$ cat config.mk
export PLATFORM = sky130hd
export DESIGN_NAME = nibbler_ctrl
export DESIGN_NICKNAME = d
export VERILOG_FILES = /design/src/rtl/nibbler_pkg.sv /design/src/rtl/nibbler_decode.sv /design/src/rtl/nibbler_ctrl.sv
export SDC_FILE = /design/constraint.sdc
export NUM_CORES = 1
export LEC_CHECK = 0
export CAP_MARGIN = 30
export CORE_MARGIN = 3
export CORE_UTILIZATION = 46
export CTS_BUF_LIST = sky130_fd_sc_hd__clkbuf_4 sky130_fd_sc_hd__clkbuf_8 sky130_fd_sc_hd__clkbuf_16
export CTS_CLUSTER_DIAMETER = 30
export DETAILED_ROUTE_END_ITERATION = 6
export PLACE_DENSITY_LB_ADDON = 0.05
export SLEW_MARGIN = 25
export SYNTH_ARGS = -nofsm -noshare
export SYNTH_HDL_FRONTEND = slang
export SYNTH_SLANG_ARGS = --single-unit
$ cat constraint.sdc
create_clock -name clk -period 3.1 [get_ports clk]
set_clock_uncertainty 0.1 [all_clocks]
set_input_delay 0.62 -clock clk [delete_from_list [all_inputs] [get_ports clk]]
set_output_delay 0.62 -clock clk [all_outputs]
set_load 0.05 [all_outputs]
$ cat src/rtl/nibbler_pkg.sv
// Shared definitions for the NibblER core: ALU opcodes, instruction set,
// sequencer states, operand-select codes and instruction-word helpers.
package nibbler_pkg;

  localparam logic [2:0] ALU_OUT = 3'b000;
  localparam logic [2:0] ALU_CMP = 3'b001;
  localparam logic [2:0] ALU_LD  = 3'b010;
  localparam logic [2:0] ALU_ADD = 3'b011;
  localparam logic [2:0] ALU_NOR = 3'b100;

  typedef enum logic [3:0] {
    OP_LIT  = 4'h0, OP_IN   = 4'h1, OP_LD   = 4'h2, OP_ST   = 4'h3,
    OP_OUT  = 4'h4, OP_CMPI = 4'h5, OP_CMPM = 4'h6, OP_ADDI = 4'h7,
    OP_ADDM = 4'h8, OP_NORI = 4'h9, OP_NORM = 4'hA, OP_JMP  = 4'hB,
    OP_JC   = 4'hC, OP_JNC  = 4'hD, OP_JZ   = 4'hE, OP_JNZ  = 4'hF
  } instr_op_e;

  typedef enum logic [1:0] {
    ST_FETCH  = 2'd0,
    ST_DECODE = 2'd1,
    ST_MEM    = 2'd2,
    ST_EXEC   = 2'd3
  } state_e;

  // Source of the ALU B operand during EXEC
  typedef enum logic [1:0] {
    B_ZERO = 2'd0,
    B_IMM  = 2'd1,
    B_IN   = 2'd2,
    B_MDR  = 2'd3
  } bsel_e;

  function automatic instr_op_e ir_op(input logic [11:0] w);
    return instr_op_e'(w[11:8]);
  endfunction

  function automatic logic [7:0] ir_operand(input logic [11:0] w);
    return w[7:0];
  endfunction

  function automatic logic [3:0] ir_imm(input logic [11:0] w);
    return w[3:0];
  endfunction

  // Conditional-branch evaluation against the current flags
  function automatic logic jump_taken(input instr_op_e op, input logic c, input logic z);
    case (op)
      OP_JMP:  return 1'b1;
      OP_JC:   return c;
      OP_JNC:  return ~c;
      OP_JZ:   return z;
      OP_JNZ:  return ~z;
      default: return 1'b0;
    endcase
  endfunction

endpackage

$ cat src/rtl/nibbler_decode.sv
// Combinational instruction decoder: opcode -> ALU control and sequencing hints.
module nibbler_decode
  import nibbler_pkg::*;
(
  input  instr_op_e  op,
  output logic [2:0] alu_opcode,
  output bsel_e      b_sel,
  output logic       is_mem,
  output logic       is_write,
  output logic       is_jump,
  output logic       writes_a,
  output logic       writes_flags
);

  // Map each instruction to its ALU operation, B source and side effects
  always_comb begin
    alu_opcode   = ALU_OUT;
    b_sel        = B_ZERO;
    is_mem       = 1'b0;
    is_write     = 1'b0;
    is_jump      = 1'b0;
    writes_a     = 1'b0;
    writes_flags = 1'b0;
    case (op)
      OP_LIT:  begin alu_opcode = ALU_LD;  b_sel = B_IMM; writes_a = 1'b1; writes_flags = 1'b1; end
      OP_IN:   begin alu_opcode = ALU_LD;  b_sel = B_IN;  writes_a = 1'b1; writes_flags = 1'b1; end
      OP_LD:   begin alu_opcode = ALU_LD;  b_sel = B_MDR; is_mem = 1'b1; writes_a = 1'b1; writes_flags = 1'b1; end
      OP_ST:   begin is_mem = 1'b1; is_write = 1'b1; end
      OP_OUT:  begin alu_opcode = ALU_OUT; b_sel = B_ZERO; end
      OP_CMPI: begin alu_opcode = ALU_CMP; b_sel = B_IMM; writes_flags = 1'b1; end
      OP_CMPM: begin alu_opcode = ALU_CMP; b_sel = B_MDR; is_mem = 1'b1; writes_flags = 1'b1; end
      OP_ADDI: begin alu_opcode = ALU_ADD; b_sel = B_IMM; writes_a = 1'b1; writes_flags = 1'b1; end
      OP_ADDM: begin alu_opcode = ALU_ADD; b_sel = B_MDR; is_mem = 1'b1; writes_a = 1'b1; writes_flags = 1'b1; end
      OP_NORI: begin alu_opcode = ALU_NOR; b_sel = B_IMM; writes_a = 1'b1; writes_flags = 1'b1; end
      OP_NORM: begin alu_opcode = ALU_NOR; b_sel = B_MDR; is_mem = 1'b1; writes_a = 1'b1; writes_flags = 1'b1; end
      default: is_jump = 1'b1;
    endcase
  end

endmodule

$ cat src/rtl/nibbler_ctrl.sv
// NibblER sequencer: fetch/decode/{mem}/exec FSM owning PC, A, C/Z, MDR and output port.
module nibbler_ctrl
  import nibbler_pkg::*;
#(
  parameter int              PC_W     = 8,
  parameter logic [PC_W-1:0] RESET_PC = '0
) (
  input  logic            clk,
  input  logic            reset,
  input  logic            run,
  output logic [PC_W-1:0] rom_addr,
  input  logic [11:0]     rom_data,
  output logic            mem_req,
  output logic            mem_we,
  output logic [7:0]      mem_addr,
  output logic [3:0]      mem_wdata,
  input  logic [3:0]      mem_rdata,
  input  logic            mem_ack,
  input  logic [3:0]      in_data,
  output logic [3:0]      out_data,
  output logic            out_strobe,
  output logic [2:0]      alu_opcode,
  output logic [3:0]      alu_a,
  output logic [3:0]      alu_b,
  input  logic [3:0]      alu_out,
  input  logic            alu_carry,
  input  logic            alu_zero,
  output logic [3:0]      acc,
  output logic            flag_c,
  output logic            flag_z
);

  state_e          state_reg;
  logic [PC_W-1:0] pc_reg;
  logic [3:0]      acc_reg;
  logic            c_reg;
  logic            z_reg;
  logic [11:0]     ir_reg;
  logic [3:0]      mdr_reg;
  logic [3:0]      out_data_reg;
  logic            out_strobe_reg;
  logic            mem_req_reg;

  logic [PC_W-1:0] pc_next_seq;
  logic [11:0]     dec_word;
  logic [7:0]      dec_operand;
  logic [2:0]      dec_alu_opcode;
  bsel_e           dec_b_sel;
  logic            dec_is_mem;
  logic            dec_is_write;
  logic            dec_is_jump;
  logic            dec_writes_a;
  logic            dec_writes_flags;

  // In DECODE the fresh ROM word is decoded directly; afterwards the latched IR
  assign dec_word    = (state_reg == ST_DECODE) ? rom_data : ir_reg;
  assign dec_operand = ir_operand(dec_word);
  assign pc_next_seq = pc_reg + PC_W'(1);

  nibbler_decode u_decode (
    .op           (ir_op(dec_word)),
    .alu_opcode   (dec_alu_opcode),
    .b_sel        (dec_b_sel),
    .is_mem       (dec_is_mem),
    .is_write     (dec_is_write),
    .is_jump      (dec_is_jump),
    .writes_a     (dec_writes_a),
    .writes_flags (dec_writes_flags)
  );

  assign rom_addr   = pc_reg;
  assign mem_req    = mem_req_reg;
  assign mem_we     = mem_req_reg && (ir_op(ir_reg) == OP_ST);
  assign mem_addr   = ir_operand(ir_reg);
  assign mem_wdata  = acc_reg;
  assign out_data   = out_data_reg;
  assign out_strobe = out_strobe_reg;
  assign alu_a      = acc_reg;
  assign acc        = acc_reg;
  assign flag_c     = c_reg;
  assign flag_z     = z_reg;

  // ALU control is live only during EXEC; idle as OUT with a zero B operand
  always_comb begin
    alu_opcode = ALU_OUT;
    alu_b      = 4'h0;
    if (state_reg == ST_EXEC) begin
      alu_opcode = dec_alu_opcode;
      case (dec_b_sel)
        B_IMM:   alu_b = ir_imm(ir_reg);
        B_IN:    alu_b = in_data;
        B_MDR:   alu_b = mdr_reg;
        default: alu_b = 4'h0;
      endcase
    end
  end

  // Sequencer FSM with architectural state updates
  always_ff @(posedge clk or posedge reset) begin
    if (reset) begin
      state_reg      <= ST_FETCH;
      pc_reg         <= RESET_PC;
      acc_reg        <= 4'h0;
      c_reg          <= 1'b0;
      z_reg          <= 1'b0;
      ir_reg         <= 12'h000;
      mdr_reg        <= 4'h0;
      out_data_reg   <= 4'h0;
      out_strobe_reg <= 1'b0;
      mem_req_reg    <= 1'b0;
    end else begin
      out_strobe_reg <= 1'b0;
      case (state_reg)
        ST_FETCH: begin
          if (run) state_reg <= ST_DECODE;
        end
        ST_DECODE: begin
          ir_reg <= rom_data;
          if (dec_is_jump) begin
            pc_reg    <= jump_taken(ir_op(dec_word), c_reg, z_reg) ? dec_operand[PC_W-1:0]
                                                                   : pc_next_seq;
            state_reg <= ST_FETCH;
          end else begin
            pc_reg <= pc_next_seq;
            if (dec_is_mem) begin
              state_reg   <= ST_MEM;
              mem_req_reg <= 1'b1;
            end else begin
              state_reg <= ST_EXEC;
            end
          end
        end
        ST_MEM: begin
          if (mem_ack && mem_req_reg) begin
            mem_req_reg <= 1'b0;
            if (dec_is_write) begin
              state_reg <= ST_FETCH;
            end else begin
              mdr_reg   <= mem_rdata;
              state_reg <= ST_EXEC;
            end
          end
        end
        default: begin
          if (dec_writes_a) acc_reg <= alu_out;
          if (dec_writes_flags) begin
            c_reg <= alu_carry;
            z_reg <= alu_zero;
          end
          if (ir_op(ir_reg) == OP_OUT) begin
            out_data_reg   <= acc_reg;
            out_strobe_reg <= 1'b1;
          end
          state_reg <= ST_FETCH;
        end
      endcase
    end
  end

endmodule

# Word-level counts from Yosys, hierarchy flattened
# Cells that the tools add are included.
[classes]
n_addsub = 1
eq_ne = 27
mux = 27
bitwise_logic = 4
reduce_logical = 22
[ops]
columns = ["operator", "n"]
rows = [
  ["4-bit equality test (second input constant)", 8],
  ["4-bit by 3-bit equality test with 1-bit output (second input constant)", 5],
  ["8-bit 2-to-1 mux", 2],
  ["4-bit by 2-bit equality test with 1-bit output (second input constant)", 3],
  ["1-bit 2-to-1 mux", 12],
  ["12-bit 2-to-1 mux", 1],
  ["2-bit one-hot mux with 3 select lines", 2],
  ["3-bit one-hot mux with 4 select lines", 1],
  ["4-bit one-hot mux with 3 select lines", 1],
  ["11-bit OR reduction", 1],
  ["9-bit OR reduction", 1],
  ["8-bit by 1-bit adder with 8-bit output (second input constant)", 1],
  ["2-bit equality test (second input constant)", 4],
  ["2-bit 2-to-1 mux", 4],
  ["2-bit != test (second input constant)", 4],
  ["2-bit AND reduction", 4],
  ["4-bit OR reduction", 2],
  ["7-bit OR reduction", 1],
  ["2-bit OR reduction", 3],
  ["3-bit OR reduction", 2],
  ["1-bit one-hot mux with 5 select lines", 1],
  ["5-bit OR reduction", 1],
  ["2-bit by 1-bit equality test with 1-bit output (second input constant)", 2],
  ["4-bit by 1-bit equality test with 1-bit output (second input constant)", 1],
  ["other kinds (10)", 14],
]
[word_totals]
ff_bits = 38
output_inout_bits = 44

# Longest topological paths before layout
# Gate-level depths: netlist (run 1).
[logic_depth]
depth_word = 8
mapped_depth = 8
mapped_depth_nobuf = 7

# Modules after synthesis
# From an unflattened synthesis (run 1), not the netlist that was laid out.
[hier_totals]
hier_cells = 239
area_unflattened_um2 = 2308.5
[modules_own_cells]
columns = ["mod", "n_inst", "cells_each", "area_each_um2", "seq_area_each_um2"]
rows = [
  ["nibbler_ctrl", 1, 209, 2112.0, 950.9],
  ["nibbler_decode", 1, 30, 196.4, 0.0],
]

# Worst setup path before layout (run 1)
# No wires, ideal clock.
[synth_timing]
kind = "register to output"
start = "register mem_req_reg (netlist: mem_req)"
end = "output mem_we"
arrival_ns = 2.309
required_ns = 2.380
slack_ns = 0.071
stages_incl_launch_ff = 2
n_path_buf = 0
path_cell_list = "dfrtp_1 > nor4b_1"
[synth_between]
elab_chain_cells = 1
[synth_rtl]
columns = ["element", "line_no", "text"]
rows = [
  ["from (decl)", "nibbler_ctrl.sv:42", "logic mem_req_reg;"],
  ["from (signal assigned)", "nibbler_ctrl.sv:110", "mem_req_reg <= 1'b0;"],
  ["from (signal assigned)", "nibbler_ctrl.sv:127", "mem_req_reg <= 1'b1;"],
  ["from (signal assigned)", "nibbler_ctrl.sv:135", "mem_req_reg <= 1'b0;"],
  ["1-bit logical AND", "nibbler_ctrl.sv:73", "assign mem_we = mem_req_reg && (ir_op(ir_reg) == OP_ST);"],
  ["to (decl)", "nibbler_ctrl.sv:14", "output logic mem_we,"],
]
# Every way passes these cells.

# Worst setup path in the final report (run 1)
[layout_timing]
start = "register state_reg[1]"
end = "output alu_b[1]"
[layout_between]
elab_chain_cells = 8
word_cells_on_any_way = 20
classes_between = "eq/ne (13); mux (4); reduce/logical (3)"
[layout_rtl]
columns = ["element", "line_no", "text"]
rows = [
  ["from (decl)", "nibbler_ctrl.sv:33", "state_e state_reg;"],
  ["from (signal assigned)", "nibbler_ctrl.sv:101", "state_reg <= ST_FETCH;"],
  ["from (signal assigned)", "nibbler_ctrl.sv:115", "if (run) state_reg <= ST_DECODE;"],
  ["from (signal assigned)", "nibbler_ctrl.sv:122", "state_reg <= ST_FETCH;"],
  ["2-bit by 1-bit equality test with 1-bit output", "nibbler_ctrl.sv:56", "assign dec_word = (state_reg == ST_DECODE) ? rom_data : ir_reg;"],
  ["12-bit 2-to-1 mux", "n/a", ""],
  ["4-bit by 2-bit equality test with 1-bit output (tied with other cells)", "nibbler_decode.sv:24", "case (op)"],
  ["4-bit OR reduction (no source line)", "n/a", ""],
  ["2-bit one-hot mux with 3 select lines", "nibbler_decode.sv:24", ""],
  ["2-bit equality test / 2-bit by 1-bit equality test with 1-bit output (equally long branches)", "nibbler_ctrl.sv:89", "case (dec_b_sel)"],
  ["4-bit one-hot mux with 3 select lines", "nibbler_ctrl.sv:89", ""],
  ["4-bit 2-to-1 mux (*)", "nibbler_ctrl.sv:87", "if (state_reg == ST_EXEC) begin"],
  ["to (decl)", "nibbler_ctrl.sv:24", "output logic [3:0] alu_b,"],
]
# Every way passes the cells marked *; elsewhere a longest branch is shown, timed or not.

==> results.json, run 1 <==
{
  "final_util_pct": 72.7,
  "min_period_ps": 3050,
  "holdCritStartpoint": "ir_reg[4]",
  "crit_fanout": 7,
  "max_slew_margin_pct": 65.7,
  "grt_pass1_wl_um": 8280,
  "fill_cells": 335,
  "root_buffer": "clkbuf_8",
  "vdd_drop_max_uv": 645,
  "finalWirelength_um": 5180,
  "io_buffers": 73,
  "cts_inserted_buffers": 5,
  "start_util_pct": 48.6,
  "hold_viol_final": 0,
  "place_inst": 338,
  "fmax_mhz": 328,
  "multi_input_area_um2": 1100,
  "nets": 331,
  "cp-end-kind": "primary output",
  "place_area_um2": 2980,
  "layout_commonest_cell": "clkdlybuf4s50_1",
  "vias": 1883,
  "finalSetupViolations": 0,
  "core_area_um2": 4470,
  "hold_buffers": 0,
  "cts_num_sinks": 38,
  "grt_usage_pct": 19.4,
  "die_h_um": 74.8,
  "grt_pass1_vias": 1741,
  "overflow": 0,
  "first_iter_violations": 125,
  "p_per_area_nw_per_um2": 1280,
  "regArea_um2": 953,
  "tightest_slew_ps": 513,
  "ys_warn_count": 0,
  "synth_cell_types": 47,
  "post_drt_wl_per_cell_um": 14.7,
  "synth_seq_area_share_pct": 43.7,
  "drive_gt1_share_pct": 21.9,
  "ctsLongestPathBuffers": 2,
  "async_flop_share_pct": 100,
  "area_growth_pct": 49.4,
  "largest_reg_flops": 12,
  "insertion_delay_ps": 290,
  "grt_antenna_before_repair": 0,
  "syn_area_per_cell_um2": 9.85,
  "rsz0062_at_grt": "true",
  "startpoint": "state_reg[1]",
  "hold_class": "reg -> reg",
  "finalPower_w": 0.00417,
  "p_leak_nw": 1.43,
  "final_cell_area_um2": 3250,
  "mostFrequentLayoutCells": "clkdlybuf4s50_1 (63), nand2_1 (41), dfrtp_1 (36)",
  "io_pins": 74,
  "diodes": 0,
  "drc": 0,
  "synth_top_area_share_pct": 43.7,
  "synth_area_um2": 2180,
  "worstPathRequired_ps": 2380,
  "htreeDepth": 2,
  "reg2reg_from": "state_reg[1]",
  "via_per_inst": 5.33,
  "grt_max_degree": 39,
  "hpwlAfterDp_um": 3820,
  "die-area_um2": 5590,
  "status": "finished clean",
  "dr.pass1.iters": 4,
  "cts_tree": "built",
  "syn_inst": 221,
  "die_w_um": 74.8,
  "setup_tns_ps": 0,
  "synth-main-ff-cell": "dfrtp_1",
  "finalWeightedCongestion": 0.882,
  "path_clk_slew_ps": 70,
  "finalCritPeriodShare_pct": 98.4,
  "critPathLaunchType": "flip-flop",
  "yosysTopAreaCell": "dfrtp_1",
  "synth-seq-cells": 38,
  "ant_nets": 0,
  "cp.arrival_ps": 2330,
  "final_cells": 353,
  "drv_slew": 0,
  "cap_violations": 0,
  "rows": 24,
  "crit_type": "reg -> out",
  "synth_edf_count": 0,
  "synthesis.nets": 252,
  "netlist_top_cells_area": "dfrtp_1 (44%), nand2_1 (7.1%), buf_4 (5.5%), mux2_1 (4.1%), mux2i_1 (3.7%)"
}
[metrics by stage]
step,setup slack (ps),hold slack [ps]
4_1_cts,20.8,390
2_1_floorplan,71.0,347
3_3_place_gp,-185,358
6_report,51.1,382
5_1_grt,-30.7,414
3_5_place_dp,-196,372
[Yosys cell counts (3+ instances only)]
master,n
nand2_1,41
dfrtp_1,38
buf_4,16
nor2_1,15
nand3_1,9
mux2_1,8
mux2i_1,8
a21oi_1,7
mux2_2,6
inv_1,5
a222oi_1,4
a2bb2oi_1,4
o211ai_1,4
a31oi_1,3
and3_1,3
mux2_4,3
nor2b_1,3
nor3_1,3
o21ai_0,3
[critical path: stages (launching register included)]
cell and delay, ps:
dfrtp_2 480, nor2b_4 240, buf_4 150, mux2_4 350, o31ai_4 320, a222oi_1 170
nor2_2 180, buf_12 150
[cell families (layout without fill, tap and decap cells)]
group                      Yosys count  after routing  share of synthesized area, %
adders and majority gates            1              1                         0.575
DFF                                 38             38                          43.7
xor gates and xnor gates             1              1                         0.403
buffers and inverters               30            110                          8.74
AOI/OAI and AO/OA                   36             36                          12.7
muxes                               26             26                          14.0
and+or+nand+nor                     89             89                          19.9
[path summary, 6_finish.rpt]
path,cells after the start,slack [ps],end
min reg2reg,2,380,ir_reg[4]
min in group asynchronous,3,650,rom_addr[2]
max,7,50,alu_b[1]
max reg2reg,9,680,rom_addr[7]
max in group asynchronous,3,1890,state_reg[0]
min,2,380,ir_reg[4]
[metal layers]
| metal | track usage, % | vias to the layer above | wire length [µm] |
|---|---|---|---|
| met3 | 5.61 | 8 | 325 |
| met5 | 0 | - | 0 |
| met2 | 29.7 | 63 | 2410 |
| met4 | 6.13 | 0 | 67 |
| met1 | 26.6 | 888 | 2380 |
| li1 | - | 924 | - |
[final cells by class]
| cell class | count | share of cell area [%] |
|---|---|---|
| multi-input combinational | 153 | 33.7 |
| timing repair buffer | 95 | 29.8 |
| sequential | 38 | 29.3 |
| clock buffer | 6 | 2.54 |
| tap | 52 | 2.00 |
| clock inverter | 2 | 1.85 |
| inverter | 7 | 0.808 |
[timing repair]
action,4_1_cts,5_1_grt
resized for setup,10,13
pin swaps,4,7
buffers inserted,4,3
endpoints found under the setup margin,4,4
[power breakdown]
| group | switching [W] | leakage [nW] | total (W) | internal [W] |
|---|---|---|---|---|
| clock | 0.000177 | 0.0714 | 0.000520 | 0.000343 |
| sequential | 0.000254 | 0.459 | 0.000979 | 0.000725 |
| combinational | 0.00160 | 0.898 | 0.00268 | 0.00108 |
| total | 0.00203 | 1.43 | 0.00417 | 0.00215 |
Note: power is estimated with default switching activity, not from simulation.
==> run 2: changes to the inputs <==
==> constraint.sdc (replaced) <==
create_clock -name clk -period 3.1 [get_ports clk]
set_clock_uncertainty 0.1 [all_clocks]
set_input_delay 0.465 -clock clk [delete_from_list [all_inputs] [get_ports clk]]
set_output_delay 0.465 -clock clk [all_outputs]
set_load 0.05 [all_outputs]
==> run 2 against run 1 <==
Effect of this change:
- routed wire length decreased by 2.7%
- highest routed layer unchanged
- largest power group unchanged
- via count decreased by 3.3%
- worst hold slack got worse by 5.0 ps
- largest cell class unchanged
- critical path type is now in -> out
==> results.json, run 2 (same netlist as run 1, synthesis figures left out) <==
{
  "reg2reg_depth": 7,
  "worstPathRequired_ps": 2530,
  "hpwlAfterDp_um": 3770,
  "cpPeakStageDelay_ps": 510,
  "drive_gt1_share_pct": 15.2,
  "io_buffers": 73,
  "insertion_delay_ps": 280,
  "largest_reg_flops": 12,
  "holdCritStartpoint": "ir_reg[7]",
  "fmax_mhz": 334,
  "mostFrequentLayoutCells": "clkdlybuf4s50_1 (67), nand2_1 (41), dfrtp_1 (38)",
  "tightest_slew_ps": 757,
  "rows": 24,
  "grt_pass1_wl_um": 7860,
  "crit_fanout": 6,
  "ff2ff_setup_slack_ps": 630,
  "critPathLaunchType": "primary input",
  "dr.pass1.iters": 4,
  "r2r_end": "rom_addr[7]",
  "reg2reg_from": "state_reg[1]",
  "grt_pass1_vias": 1639,
  "critPathSlowestCell": "clkdlybuf4s50_1",
  "p_per_area_nw_per_um2": 1250,
  "cp_cell_sequence": "clkdlybuf4s50_1 -> nor4bb_1 -> a31oi_1 -> and2_1 -> o31ai_4 -> a222oi_1 -> nor2_1 -> buf_12",
  "cts_num_sinks": 38,
  "cpLargestDelayFamily": "simple AND/OR/NAND/NOR gates",
  "start_util_pct": 48.6,
  "cp-end-kind": "primary output",
  "max_slew_margin_pct": 49.5,
  "crit_buf_inv": 2,
  "min_period_ps": 3000,
  "cts_tree": "built",
  "whs_endpoint": "ir_reg[7]",
  "p_leak_nw": 1.32,
  "grt_antenna_before_repair": 0,
  "vdd_drop_max_uv": 770,
  "area_growth_pct": 40.4,
  "hold_class": "reg -> reg",
  "rsz0062_at_grt": "true",
  "finalSetupViolations": 0,
  "vias": 1820,
  "ant_nets": 0,
  "finalWirelength_um": 5040,
  "htreeDepth": 2,
  "layout_commonest_cell": "clkdlybuf4s50_1",
  "crit_type": "in -> out",
  "first_iter_violations": 104,
  "post_drt_wl_per_cell_um": 14.8,
  "cp.arrival_ps": 2430,
  "overflow": 0,
  "final_util_pct": 68.3,
  "grt_max_degree": 39,
  "post-place-ws_ps": 108,
  "nets": 319,
  "diodes": 0,
  "core_area_um2": 4470,
  "whs_path_depth": 2,
  "hold_viol_final": 0,
  "finalWeightedCongestion": 0.889,
  "cap_violations": 0,
  "path_clk_slew_ps": 80,
  "drc": 0,
  "drv_slew": 0,
  "io_pins": 74,
  "die-area_um2": 5590,
  "die_h_um": 74.8,
  "die_w_um": 74.8,
  "root_buffer": "clkbuf_8",
  "status": "finished clean",
  "grt_usage_pct": 18.5,
  "cts_inserted_buffers": 5,
  "ctsLongestPathBuffers": 2,
  "layout_setup_ws_ps": 103,
  "finalCritPeriodShare_pct": 96.7,
  "via_per_inst": 5.34
}
[run 2: cell types whose count changed in the layout (fill, tap and decap cells not counted), moves of 2 or more]
cell	delta
clkdlybuf4s50_1	+4
dlygate4sd2_1	-3
dfrtp_2	-2
dfrtp_1	+2
bufinv_16	-2
nor2_1	+5
nor2_2	-5
buf_4	-11
[run 2: worst max path at each step]
stage / from / end / slack [ps] / cells after the start
floorplan: mem_req / mem_we / 230 / 1
global placement: rom_data[9] / alu_b[2] / 120 / 8
detailed placement: rom_data[9] / alu_b[2] / 110 / 8
CTS: state_reg[0] / alu_b[2] / 20 / 7
global route: rom_data[9] / alu_b[2] / -9 / 8
finish: rom_data[9] / alu_b[2] / 100 / 8
[run 2: power breakdown]
group          switching, W  internal, W  total (W)  leakage (nW)
Clock              0.000172     0.000179   0.000350        0.0472
Sequential         0.000239     0.000723   0.000962         0.462
Combinational       0.00154     0.000966    0.00251         0.807
[run 2: layout make-up]
class | instances | area (µm²)
clock buffers | 6 | 82.6
clock inverters | 2 | 12.5
fillers | 364 | 1420
inverters | 7 | 26.3
multi-input cells | 153 | 1050
flip-flops and latches | 38 | 951
well taps | 52 | 65.1
repair buffers | 83 | 866
[run 2: what timing repair did]
item,4_1_cts,5_1_grt
gates resized for setup,0,3
hold buffers,0,0
setup buffers,0,3
endpoints found under the setup margin,0,4
[run 2: through the flow]
stage | cells | setup TNS, ps | cell area [µm²] | power (W) | hold WS (ps)
2_1_floorplan | 221 | 0 | 2180 | 0.00280 | 347
3_3_place_gp | 330 | 0 | 2920 | 0.00339 | 359
3_5_place_dp | 330 | 0 | 2920 | 0.00342 | 365
4_1_cts | 338 | 0 | 3020 | 0.00378 | 384
5_1_grt | 341 | -20.5 | 3050 | 0.00404 | 405
6_report | 341 | 0 | 3050 | 0.00382 | 377
[run 2: routing by layer]
layer / global-route usage (%) / part of all wire [%] / vias up
met5: 0 / 0 / -
met4: 4.15 / 0.69 / 0
met3: 6.28 / 6.7 / 4
met2: 28.9 / 46 / 57
met1: 25.2 / 47 / 854
li1: - / - / 905
[run 2: worst reg2reg max path, delay by kind of cell, from the launching register on]
kind | cells | cell delay (ps)
flip-flops | 1 | 420
AND/OR/NAND/NOR | 2 | 360
multiplexers | 1 | 260
AO/OA/AOI/OAI | 3 | 1010
buffers and inverters | 1 | 230
==> run 3: changes to the inputs <==
PLACE_DENSITY = 0.81   (was default)
PLACE_DENSITY_LB_ADDON = default   (was 0.05)
==> run 3 against run 2 <==
Effect of this change:
- critical path type is now reg -> out
- sequential cell count is the same
- routed wire length grew 6.1%
- total power grew 4.1%
- critical endpoint is now alu_b[0]
==> results.json, run 3 (same netlist as run 1, synthesis figures left out) <==
{
  "hpwlAfterDp_um": 3840,
  "p_per_area_nw_per_um2": 1270,
  "cts_inserted_buffers": 5,
  "ff2ff_setup_slack_ps": 650,
  "grt_pass1_vias": 1797,
  "finalCritPeriodShare_pct": 98.0,
  "area_growth_pct": 43.6,
  "max_slew_margin_pct": 50.9,
  "dr.pass1.iters": 4,
  "finalWeightedCongestion": 0.895,
  "grt_max_degree": 39,
  "nets": 318,
  "largest_reg_flops": 12,
  "core_area_um2": 4470,
  "min_period_ps": 3040,
  "die_h_um": 74.8,
  "start_util_pct": 48.6,
  "fmax_mhz": 329,
  "drive_gt1_share_pct": 17.0,
  "met1_usage_pct": 25.3,
  "hold_class": "reg -> reg",
  "crit_fanout": 6,
  "rows": 24,
  "finalSetupViolations": 0,
  "worstPathRequired_ps": 2530,
  "whs_path_depth": 2,
  "place_inst": 328,
  "die_w_um": 74.8,
  "vias": 1860,
  "grt_antenna_before_repair": 0,
  "hold_viol_final": 0,
  "drc": 0,
  "vdd_drop_max_uv": 539,
  "diodes": 0,
  "io_buffers": 73,
  "grt_usage_pct": 19.6,
  "root_buffer": "clkbuf_8",
  "crit_type": "reg -> out",
  "path_clk_slew_ps": 70,
  "drv_slew": 0,
  "cap_violations": 0,
  "via_per_inst": 5.47,
  "io_pins": 74,
  "ant_nets": 0,
  "cp-end-kind": "primary output",
  "busiest_layer": "met2",
  "first_iter_violations": 146,
  "layout_commonest_cell": "clkdlybuf4s50_1",
  "status": "finished clean",
  "use_met3_pct": 5.34,
  "insertion_delay_ps": 290,
  "final_util_pct": 69.8,
  "p_leak_nw": 1.34,
  "reg2reg_depth": 8,
  "mostFrequentLayoutCells": "clkdlybuf4s50_1 (66), nand2_1 (41), dfrtp_1 (37)",
  "finalWirelength_um": 5350,
  "hold_buffers": 0,
  "setup_tns_ps": 0,
  "layout_setup_ws_ps": 62.2,
  "use_met2_pct": 33.1,
  "cts_tree": "built",
  "rsz0062_at_grt": "true",
  "final_cells": 340,
  "cp.arrival_ps": 2470,
  "htreeDepth": 2,
  "die-area_um2": 5590,
  "ctsLongestPathBuffers": 2,
  "overflow": 0,
  "post_drt_wl_per_cell_um": 15.7,
  "grt_pass1_wl_um": 8400,
  "cts_num_sinks": 38,
  "critPathLaunchType": "flip-flop",
  "post-place-ws_ps": 92.3,
  "tightest_slew_ps": 737
}
-- run 3: routing by layer --
layer  wire (µm)  vias to the layer above  part of all wire, %
met1        2430                      893                   45
li1            -                      897                    -
met2        2600                       65                   49
met5           0                        -                    0
met3         283                        5                  5.3
met4          43                        0                 0.80
-- run 3: repair_timing --
item,CTS,global route
endpoints found under the hold margin,0,0
cloned,0,0
gates resized for setup,2,11
setup endpoints to repair,4,4
setup buffers,0,4
pin swaps,0,3
-- run 3: layout make-up --
type                    count  area, µm²
inverters                   7       26.3
repair buffers             82        877
fillers                   332       1350
flip-flops and latches     38        952
multi-input cells         153       1090
well taps                  52       65.1
clock inverters             1       30.0
clock buffers               7       83.8
-- run 3: worst paths after layout --
path,start,to
worst max register to register,state_reg[0],rom_addr[7]
worst min-delay path,ir_reg[6],ir_reg[6]
min in group asynchronous,reset,ir_reg[6]
worst min register to register,ir_reg[6],ir_reg[6]
worst max-delay path,state_reg[0],alu_b[0]
max in group asynchronous,reset,state_reg[1]
-- run 3: worst max-delay path, stage by stage, from the launching register on --
cell      delay, ps
dfrtp_1         450
nor2b_4         230
buf_12          140
mux2i_2         300
inv_2           110
nand3_1         140
o31ai_4         100
a222oi_1        450
nor2_2           90
buf_12          160
-- run 3: power breakdown --
part / internal [W] / leakage (nW) / switching, W
clock network: 0.000258 / 0.0593 / 0.000178
logic: 0.000993 / 0.821 / 0.00157
registers: 0.000724 / 0.460 / 0.000259
total: 0.00198 / 1.34 / 0.00200
-- run 3: stage by stage --
stage               area, µm²  hold WS [ps]  total power, W
floorplan                2180           347         0.00280
global placement         2910           357         0.00335
detailed placement       2910           363         0.00339
CTS                      3030           381         0.00385
global route             3120           409         0.00421
finish                   3120           373         0.00398
